$ cat config.mk
export PLATFORM = sky130hd
export DESIGN_NAME = byte_striping
export DESIGN_NICKNAME = d
export VERILOG_FILES = /design/src/rtl/byte_striping.sv
export SDC_FILE = /design/constraint.sdc
export NUM_CORES = 1
export LEC_CHECK = 0
export ABC_AREA = 1
export BUFFER_PORTS_ARGS = -buffer_cell sky130_fd_sc_hd__buf_2
export CORE_MARGIN = 2
export CORE_UTILIZATION = 38
export DETAILED_ROUTE_END_ITERATION = 12
export GPL_TIMING_DRIVEN = 1
export PLACE_DENSITY_LB_ADDON = 0.1
export SLEW_MARGIN = 30
export SYNTH_ARGS = -nofsm -noshare
export SYNTH_HDL_FRONTEND = slang
export SYNTH_SLANG_ARGS = --single-unit
$ cat constraint.sdc
create_clock -name clk_2f -period 1.8 [get_ports clk_2f]
set_clock_uncertainty 0.05 [all_clocks]
set_input_delay 0.18 -clock clk_2f [delete_from_list [all_inputs] [get_ports clk_2f]]
set_output_delay 0.18 -clock clk_2f [all_outputs]
set_load 0.02 [all_outputs]
$ cat src/rtl/byte_striping.sv
// byte_striping: deals a single clk_2f-rate byte stream alternately onto two
// half-rate stripe lanes (lane 0 = even bytes, lane 1 = odd bytes).
// Ports:
//   clk_2f          fast-rate clock, all state on its rising edge
//   reset_L         asynchronous active-low reset
//   data_in/valid_in  input byte and qualifier (no backpressure)
//   data_stripe_0/1   lane 0 / lane 1 bytes, updated only on emit edges
//   valid_stripe_0/1  lane 0 / lane 1 qualifiers
module byte_striping #(
  parameter int unsigned FLUSH_TIMEOUT = 4
) (
  input  logic       clk_2f,
  input  logic       reset_L,
  input  logic [7:0] data_in,
  input  logic       valid_in,
  output logic [7:0] data_stripe_0,
  output logic [7:0] data_stripe_1,
  output logic       valid_stripe_0,
  output logic       valid_stripe_1
);

  localparam int unsigned IDLE_W = 4;
  localparam logic [IDLE_W-1:0] IDLE_MAX = IDLE_W'(FLUSH_TIMEOUT);

  localparam logic LANE0 = 1'b0;
  localparam logic LANE1 = 1'b1;

  logic              phase;
  logic              sel, sel_nxt;
  logic [7:0]        asm0, asm0_nxt;
  logic [IDLE_W-1:0] idle, idle_nxt;
  logic              pend_full, pend_full_nxt;
  logic [7:0]        pend0, pend0_nxt;
  logic [7:0]        pend1, pend1_nxt;
  logic [7:0]        d0_nxt, d1_nxt;
  logic              v0_nxt, v1_nxt;
  logic              pair_done;
  logic              flush_due;

  // State register; phase is high before every emit edge.
  always_ff @(posedge clk_2f or negedge reset_L) begin
    if (!reset_L) begin
      phase          <= 1'b0;
      sel            <= LANE0;
      asm0           <= 8'd0;
      idle           <= '0;
      pend_full      <= 1'b0;
      pend0          <= 8'd0;
      pend1          <= 8'd0;
      data_stripe_0  <= 8'd0;
      data_stripe_1  <= 8'd0;
      valid_stripe_0 <= 1'b0;
      valid_stripe_1 <= 1'b0;
    end else begin
      phase          <= ~phase;
      sel            <= sel_nxt;
      asm0           <= asm0_nxt;
      idle           <= idle_nxt;
      pend_full      <= pend_full_nxt;
      pend0          <= pend0_nxt;
      pend1          <= pend1_nxt;
      data_stripe_0  <= d0_nxt;
      data_stripe_1  <= d1_nxt;
      valid_stripe_0 <= v0_nxt;
      valid_stripe_1 <= v1_nxt;
    end
  end

  // Next-state: pair assembly, pending slot and emit-edge output selection.
  always_comb begin
    sel_nxt       = sel;
    asm0_nxt      = asm0;
    idle_nxt      = idle;
    pend_full_nxt = pend_full;
    pend0_nxt     = pend0;
    pend1_nxt     = pend1;
    d0_nxt        = data_stripe_0;
    d1_nxt        = data_stripe_1;
    v0_nxt        = valid_stripe_0;
    v1_nxt        = valid_stripe_1;

    pair_done = (sel == LANE1) && valid_in;
    flush_due = (sel == LANE1) && !valid_in && (idle >= IDLE_MAX);

    case (sel)
      LANE0: begin
        if (valid_in) begin
          asm0_nxt = data_in;
          sel_nxt  = LANE1;
          idle_nxt = '0;
        end
      end
      default: begin
        if (valid_in) begin
          sel_nxt  = LANE0;
          idle_nxt = '0;
        end else if (idle < IDLE_MAX) begin
          idle_nxt = idle + IDLE_W'(1);
        end
      end
    endcase

    if (!phase) begin
      // Non-emit edge: outputs hold; a completed pair parks in pending.
      if (pair_done) begin
        pend0_nxt     = asm0;
        pend1_nxt     = data_in;
        pend_full_nxt = 1'b1;
      end
    end else if (pend_full) begin
      d0_nxt = pend0;
      d1_nxt = pend1;
      v0_nxt = 1'b1;
      v1_nxt = 1'b1;
      if (pair_done) begin
        pend0_nxt = asm0;
        pend1_nxt = data_in;
      end else begin
        pend_full_nxt = 1'b0;
      end
    end else if (pair_done) begin
      d0_nxt = asm0;
      d1_nxt = data_in;
      v0_nxt = 1'b1;
      v1_nxt = 1'b1;
    end else if (flush_due) begin
      // Lone lane-0 byte gave up waiting; lane 1 data is left as it was.
      d0_nxt   = asm0;
      v0_nxt   = 1'b1;
      v1_nxt   = 1'b0;
      sel_nxt  = LANE0;
      idle_nxt = '0;
    end else begin
      v0_nxt = 1'b0;
      v1_nxt = 1'b0;
    end
  end

endmodule

# == Word-level counts from Yosys, hierarchy flattened ==
# Index checks and enable logic that the tools add are counted.
# totals
reg_bits,49
in_bits,11
out_inout_bits,18
# classes
n_mux,34
add_sub_neg,1
bitwise_logic,2
reduce_logical,10
eq_ne,1
n_lt_le_gt_ge,2
# op_table
operator,n
2-to-1 mux 8 bit,11
2-to-1 mux 4 bit,8
2-to-1 mux 1 bit,15
AND reduction 2 bit,3
adder 4 x 1 -> 4 bit (second input constant),1
greater-or-equal comparator 4 x 3 -> 1 bit (second input constant),1
< comparator 4 x 3 -> 1 bit (second input constant),1
nonzero test 2 bit,2
logical AND 1 bit,3
nonzero test 3 bit,1
inequality test 2 x 1 -> 1 bit (second input constant),1
inverter 1 bit,2
logical NOT 1 bit,1

# == Depth between registers and ports, before layout ==
# Gate-level depths: netlist (run 1).
# depth
word_depth,8
ltp_mapped,7
ltp_nobuf,7

# == Worst setup path after synthesis (run 1) ==
# Ideal clock, no wire load.
# synth_path
kind,register to register
start,register sel
end,register valid_stripe_0
period_less_slack_ns,1.295
stages_incl_launch_ff,6
setup_time_ns,0.120
arrival_ns,1.126
path_slack_ns,0.505
path_cell_list,dfrtp_1 -> ha_1 -> nor2_4 -> nand2_2 -> nand2_4 -> nand2_1
# synth_via
elab_chain_cells,5
# synth_lines
element,line_no,rtl
"start, declared",29,"logic sel, sel_nxt;"
"start signal, assigned",56,sel <= sel_nxt;
logical AND 1 bit (2 in a row),83,flush_due = (sel == LANE1) && !valid_in && (idle >= IDLE_MAX);
2-to-1 mux 1 bit,126,end else if (flush_due) begin
2-to-1 mux 1 bit *,121,end else if (pair_done) begin
2-to-1 mux 1 bit *,110,end else if (pend_full) begin
"end signal, assigned",64,valid_stripe_0 <= v0_nxt;
"end, declared",18,"output logic valid_stripe_0,"
# Every way passes the cells marked *; elsewhere a longest branch is shown, timed or not.
# A chain may end at the register's enable or synchronous reset.

# == Worst setup path after layout (run 1) ==
# layout_path
start,register sel
end,register pend1[1]
# layout_via
elab_chain_cells,4
# layout_lines
element,line_no,rtl
logical AND 1 bit *,82,pair_done = (sel == LANE1) && valid_in;
2-to-1 mux 8 bit *,-,
2-to-1 mux 8 bit,-,
2-to-1 mux 8 bit *,-,
"end signal, assigned",61,pend1 <= pend1_nxt;
"end, declared",34,"logic [7:0] pend1, pend1_nxt;"
# Every way passes the cells marked *; elsewhere a longest branch is shown, timed or not. The select of a mux whose other input is x is not followed.

==> implementation parameters, run 1 <==
Parameter                              Value

STA
  Final setup TNS    0 ps
  Final min period    around 1600 ps
  Hold Fails Final Rpt    0
  Final-report max-slew violation count    0
  Max Clk Rate    about 640 MHz
  Final period util    just under 90%
  Headroom to the max-slew limit    about 64%
  Pin slew with the least headroom to its limit    about 550 ps
  RSZ-0062 raised after global routing    no
  Final count of negative-setup-slack endpoints    0

Clocking
  CTS hold repair buffers    1
  CTS HTree Levels    2
  Number of resized instances in the post-cts repair step    0
  CTS Root Buffer Type    clkbuf_8
  Buffers from clock root to sink, at most    2
  Clock insertion delay at the later pin of the skew report    between 200 and 300 ps
  Clock transition time at the flip-flop clock pins of the worst setup and hold paths    90 ps
  Clock buffer count from CTS    5
  Count of buffers added by post-CTS timing repair for setup    0
  CTS Sinks    between 40 and 50
  CTS tree    built

Synthesis
  Total nets after synthesis    roughly 250
  Total of warnings raised by yosys    0
  Number of cells produced by synthesis    approximately 240
  Syn Std Cell Area    around 2100 µm²
  Number of different library cells in the post-synthesis netlist    21
  Number of flip-flops and latches in the synthesized netlist    49
  Sequential area share after synthesis    between 50% and 60%
  Mean Syn Cell Area    8.885 µm²

Global route
  Via count of the first global-routing pass    about 1500
  Met3 demand-to-capacity share in global routing    4.253%
  Number of antenna violations at the first check in global routing    0
  Most congested layer reported by global routing    met2
  All-Layer GR Usage    between 10% and 20%
  Maximum number of pins on one net before global-route repair    50
  Total congestion overflow    0
  Global Route met1 Usage    approximately 22%
  Global-route wire length before repair    7334 µm
  Met2 usage    a little under a quarter

Finish
  Commonest non-fill, non-tap cells in the layout    82 x nand2_1, 49 x dfrtp_1, 28 x buf_2
  Nets    between 200 and 300
  Area growth from synthesis to final layout    15.09%
  Diode count    0
  Fill cell count    roughly 570
  Commonest non-fill, non-tap cell in the layout    nand2_1
  Fraction of final layout cells with drive strength greater than 1    between 15 and 20%
  Layout Cell Area excl Fill    2434 µm²

Job
  Max capacitance violation total    0

Setup path
  Data arrival at the endpoint of the critical path    between 1500 and 2000 ps
  Worst-path fanout max    32
  Flop2flop setup slack    between 200 and 250 ps
  Class of the most critical setup path    register to register
  Worst Setup Start Kind    register
  Element type at the critical path end    register
  Required time worst endpoint    approximately 1900 ps

Floorplanning
  X dimension of the die    between 70 and 80 µm
  Area of the core    around 5400 µm²
  Chip Height    slightly below 80 µm
  I/O pin count    29
  Floorplan row count    27
  Initial core utilization    between 30% and 40%
  Floorplan die area    a little over 6000 µm²

Drt
  DRC marker count from the first detailed-route iteration    roughly 100
  Residual antenna-violating net count after detailed routing    0
  Vias after detailed routing    approximately 1600
  Vias per std cell    4.637
  Final wirelength    between 4000 and 5000 µm
  DRT Pass-1 Iters    4
  Routed wire per std cell    approximately 12 µm
  # DRC    0

Power and ir drop
  Areal power density over the cells    1653 nW/µm²
  IR Drop Worst-Case VDD    0.6561 mV
  Leak pwr    ~0.0013 µW

Placed design
  Count of buffers from port buffering    28
  Gp weighted congestion    0.7046
  Cell Area, Placed    2337 µm²
  Detailed placement HPWL    2814 µm

Worst hold path
  Class of the tightest hold or removal check    input pin to register

Status
  Run status    completed
final timing paths:
path                                       start  cells past startpoint               end
worst max-delay path                         sel                      4          pend1[1]
worst min register to register  data_stripe_0[5]                      2  data_stripe_0[5]
min in group asynchronous                reset_L                      3  data_stripe_1[5]
worst min-delay path                  data_in[7]                      3           asm0[7]
worst max register to register               sel                      4          pend1[1]
max in group asynchronous                reset_L                      3    valid_stripe_0
registers in the layout, summed over array words and instances, names as in the netlist:
| register | count |
|---|---|
| phase | 1 |
| pend_full | 1 |
| pend1 | 8 |
| valid_stripe_1 | 1 |
| data_stripe_1 | 8 |
| idle | 4 |
| valid_stripe_0 | 1 |
| pend0 | 8 |
| data_stripe_0 | 8 |
| sel | 1 |
| asm0 | 8 |
worst max-delay path: stages, from the launching register on:
cell     delay (ps)
dfrtp_1         460
ha_1            320
nand2_2         370
nand2_1         160
o21ai_1          70
cells by family (layout without fill, tap and decap cells):
| group | Yosys count | count (layout) | share of synthesized area (%) |
|---|---|---|---|
| simple gates | 107 | 107 | 21.01 |
| buf+inv | 33 | 65 | 6.923 |
| flops | 49 | 49 | 57.99 |
| fa+ha+maj | 4 | 4 | 2.367 |
| compound gates | 45 | 45 | 11.72 |
layout make-up:
type	instances	area, µm²	area share [%]
Clock buffer	7	86.33	3.548
Inverter	25	96.34	3.959
Multi-Input combinational cell	156	742.0	30.49
Sequential cell	49	1226	50.39
Tap cell	72	90.09	3.702
Timing Repair Buffer	33	192.7	7.918
layer usage:
metal | wire length (µm) | vias to the layer above
met5 | 0 | -
met4 | 23 | 0
met3 | 125 | 2
met2 | 1874 | 18
met1 | 2084 | 748
li1 | - | 818
where the power goes:
| group | switching (µW) | internal [µW] |
|---|---|---|
| Combinational | 1010 | 535 |
| Clock | 354 | 306 |
| Sequential | 245 | 1570 |
stage by stage:
step | std cells | power (µW) | setup WS, ps | hold WS (ps) | utilization (%)
4_1_cts | 342 | 4090 | 229.8 | 43.28 | 44.74
3_3_place_gp | 334 | 3390 | 238.5 | 143.3 | 42.97
3_5_place_dp | 334 | 3413 | 232.0 | 140.9 | 42.97
5_1_grt | 342 | 4412 | 6.627 | 42.19 | 44.74
6_report | 342 | 4023 | 236.2 | 48.64 | 44.74
2_1_floorplan | 238 | 2946 | 504.5 | -165.6 | -
cell usage after synthesis, drive strengths merged:
library cell | count | area [µm²]
dfrtp | 49 | 1226
ha | 4 | 50.05
o21ai | 34 | 170.2
nor2 | 11 | 56.30
o211ai | 8 | 60.06
nand3 | 10 | 50.05
nand2 | 86 | 337.8
o22ai | 1 | 6.260
buf | 7 | 46.29
a31oi | 1 | 6.260
inv | 25 | 96.35
clkbuf | 1 | 3.750
a21oi | 1 | 5.000
No activity file was read; power rests on OpenSTA's default activity.
==> run 2, diff against run 1 <==
--- a/config.mk
+++ b/config.mk
@@ -7,10 +7,10 @@
 export LEC_CHECK = 0
 export ABC_AREA = 1
 export BUFFER_PORTS_ARGS = -buffer_cell sky130_fd_sc_hd__buf_2
-export CORE_MARGIN = 2
 export CORE_UTILIZATION = 38
 export DETAILED_ROUTE_END_ITERATION = 12
 export GPL_TIMING_DRIVEN = 1
+export MAX_ROUTING_LAYER = met4
 export PLACE_DENSITY_LB_ADDON = 0.1
 export SLEW_MARGIN = 30
 export SYNTH_ARGS = -nofsm -noshare
==> implementation parameters, run 2 (synthesis gave the netlist of run 1 again) <==
Parameter                              Value

Status
  Run status    completed

Setup path
  Flop2flop setup slack    270 ps
  Capture instance of the worst register-to-register path    pend1[0]
  Reg2Reg Launch Point    sel
  Class of the most critical setup path    register to register
  Worst Setup Start Kind    register
  Count of cells along the worst register-to-register path    4
  Required time worst endpoint    around 1900 ps
  Element type at the critical path end    register
  Worst-path fanout max    32
  Data arrival at the endpoint of the critical path    about 1700 ps

STA
  Final setup TNS    0 ps
  Headroom to the max-slew limit    around 63%
  Max Clk Rate    652.1 MHz
  Pin slew with the least headroom to its limit    ~550 ps
  Final period util    approximately 85%
  Final min period    ~1500 ps
  Final count of negative-setup-slack endpoints    0
  Hold Fails Final Rpt    0
  Final-report max-slew violation count    0
  RSZ-0062 raised after global routing    no

Worst hold path
  Worst Hold Endpoint    asm0[2]
  Class of the tightest hold or removal check    input pin to register
  Critical hold path startpoint    data_in[2]
  WHS Path Cells    3

Clocking
  CTS Sinks    49
  Clock transition time at the flip-flop clock pins of the worst setup and hold paths    90 ps
  Clock insertion delay at the later pin of the skew report    300 ps
  CTS HTree Levels    2
  Buffers from clock root to sink, at most    2
  CTS Root Buffer Type    clkbuf_8
  Count of buffers added by post-CTS timing repair for setup    0
  Clock buffer count from CTS    5
  CTS tree    built

Finish
  Layout Cell Area excl Fill    2454 µm²
  Diode count    0
  Area growth from synthesis to final layout    16.04%
  Nets    about 290
  Commonest non-fill, non-tap cells in the layout    82 x nand2_1, 49 x dfrtp_1, 28 x buf_2
  Fill cell count    about 530
  Commonest non-fill, non-tap cell in the layout    nand2_1
  Fraction of final layout cells with drive strength greater than 1    18.38%

Global route
  Maximum number of pins on one net before global-route repair    50
  Via count of the first global-routing pass    about 1600
  Number of antenna violations at the first check in global routing    0
  Global-route wire length before repair    around 7000 µm
  Total congestion overflow    0
  All-Layer GR Usage    15.45%

Floorplanning
  Area of the core    roughly 5200 µm²
  Floorplan row count    26
  Floorplan die area    a little under 6000 µm²
  Chip Height    about 77 µm
  X dimension of the die    76.60 µm
  Initial core utilization    a little over 40%
  I/O pin count    29

Power and ir drop
  Leak pwr    approximately 0.0013 µW
  Power, Total    ~4100 µW
  Areal power density over the cells    between 1500 and 2000 nW/µm²
  IR Drop Worst-Case VDD    0.5182 mV

Drt
  Vias after detailed routing    approximately 1600
  Final wirelength    ~4000 µm
  Vias per std cell    around 4.5
  DRT Pass-1 Iters    4
  DRC marker count from the first detailed-route iteration    80
  Routed wire per std cell    approximately 12 µm
  # DRC    0
  Residual antenna-violating net count after detailed routing    0

Placed design
  Detailed placement HPWL    approximately 2800 µm
  Gp weighted congestion    between 0.7 and 0.8
  Count of buffers from port buffering    28
  Cell Area, Placed    about 2300 µm²

Job
  Max capacitance violation total    0
[run 2: critical path, cell delays in order (launching register included)]
cell and delay, ps:
dfrtp_1 450, ha_1 310, nand2_2 370, nand2_1 170
o21ai_1 70
[run 2: stage by stage]
stage               hold WS [ps]  setup WS (ps)  instances  util (%)
floorplan                 -165.6          504.5        238         -
global placement           142.3          302.3        333     44.72
detailed placement         139.6          247.2        333     44.72
CTS                        48.33          238.2        342     46.85
global route               51.61          92.55        342     46.85
finish                     48.11          266.4        342     46.85
[run 2: worst max path at each step]
stage / startpoint / endpoint / slack [ps] / cells after the start
2_1_floorplan: sel / valid_stripe_0 / 500 / 5
3_5_place_dp: sel / pend0[7] / 250 / 4
6_report: sel / pend1[0] / 270 / 4
4_1_cts: sel / pend1[4] / 240 / 4
5_1_grt: sel / pend1[5] / 90 / 4
3_3_place_gp: sel / pend0[2] / 300 / 4
[run 2: power breakdown]
| part | internal (µW) | switching (µW) |
|---|---|---|
| logic | 544 | 1000 |
| clock network | 348 | 367 |
| registers | 1570 | 242 |
| total | 2460 | 1610 |
[run 2: repair_timing]
item | 4_1_cts | 5_1_grt
resized for setup | 0 | 0
endpoints found under the hold margin | 49 | 0
hold buffers | 1 | 0
[run 2: final cells by class]
class	instances	area [µm²]	area share [%]
sequential	49	1226	49.97
clock inverter	1	5.005	0.2040
clock buffer	7	96.34	3.927
inverter	25	96.34	3.927
tap	70	87.58	3.570
timing repair buffer	34	200.2	8.159
multi-input combinational	156	742.0	30.24
[run 2: layer usage]
layer,global-route usage [%],share of wire [%],vias to the layer above
met5,-,0,-
met4,5.192,1.2,0
met3,4.192,3.2,5
met2,23.96,45,16
met1,19.51,51,710
li1,-,-,821
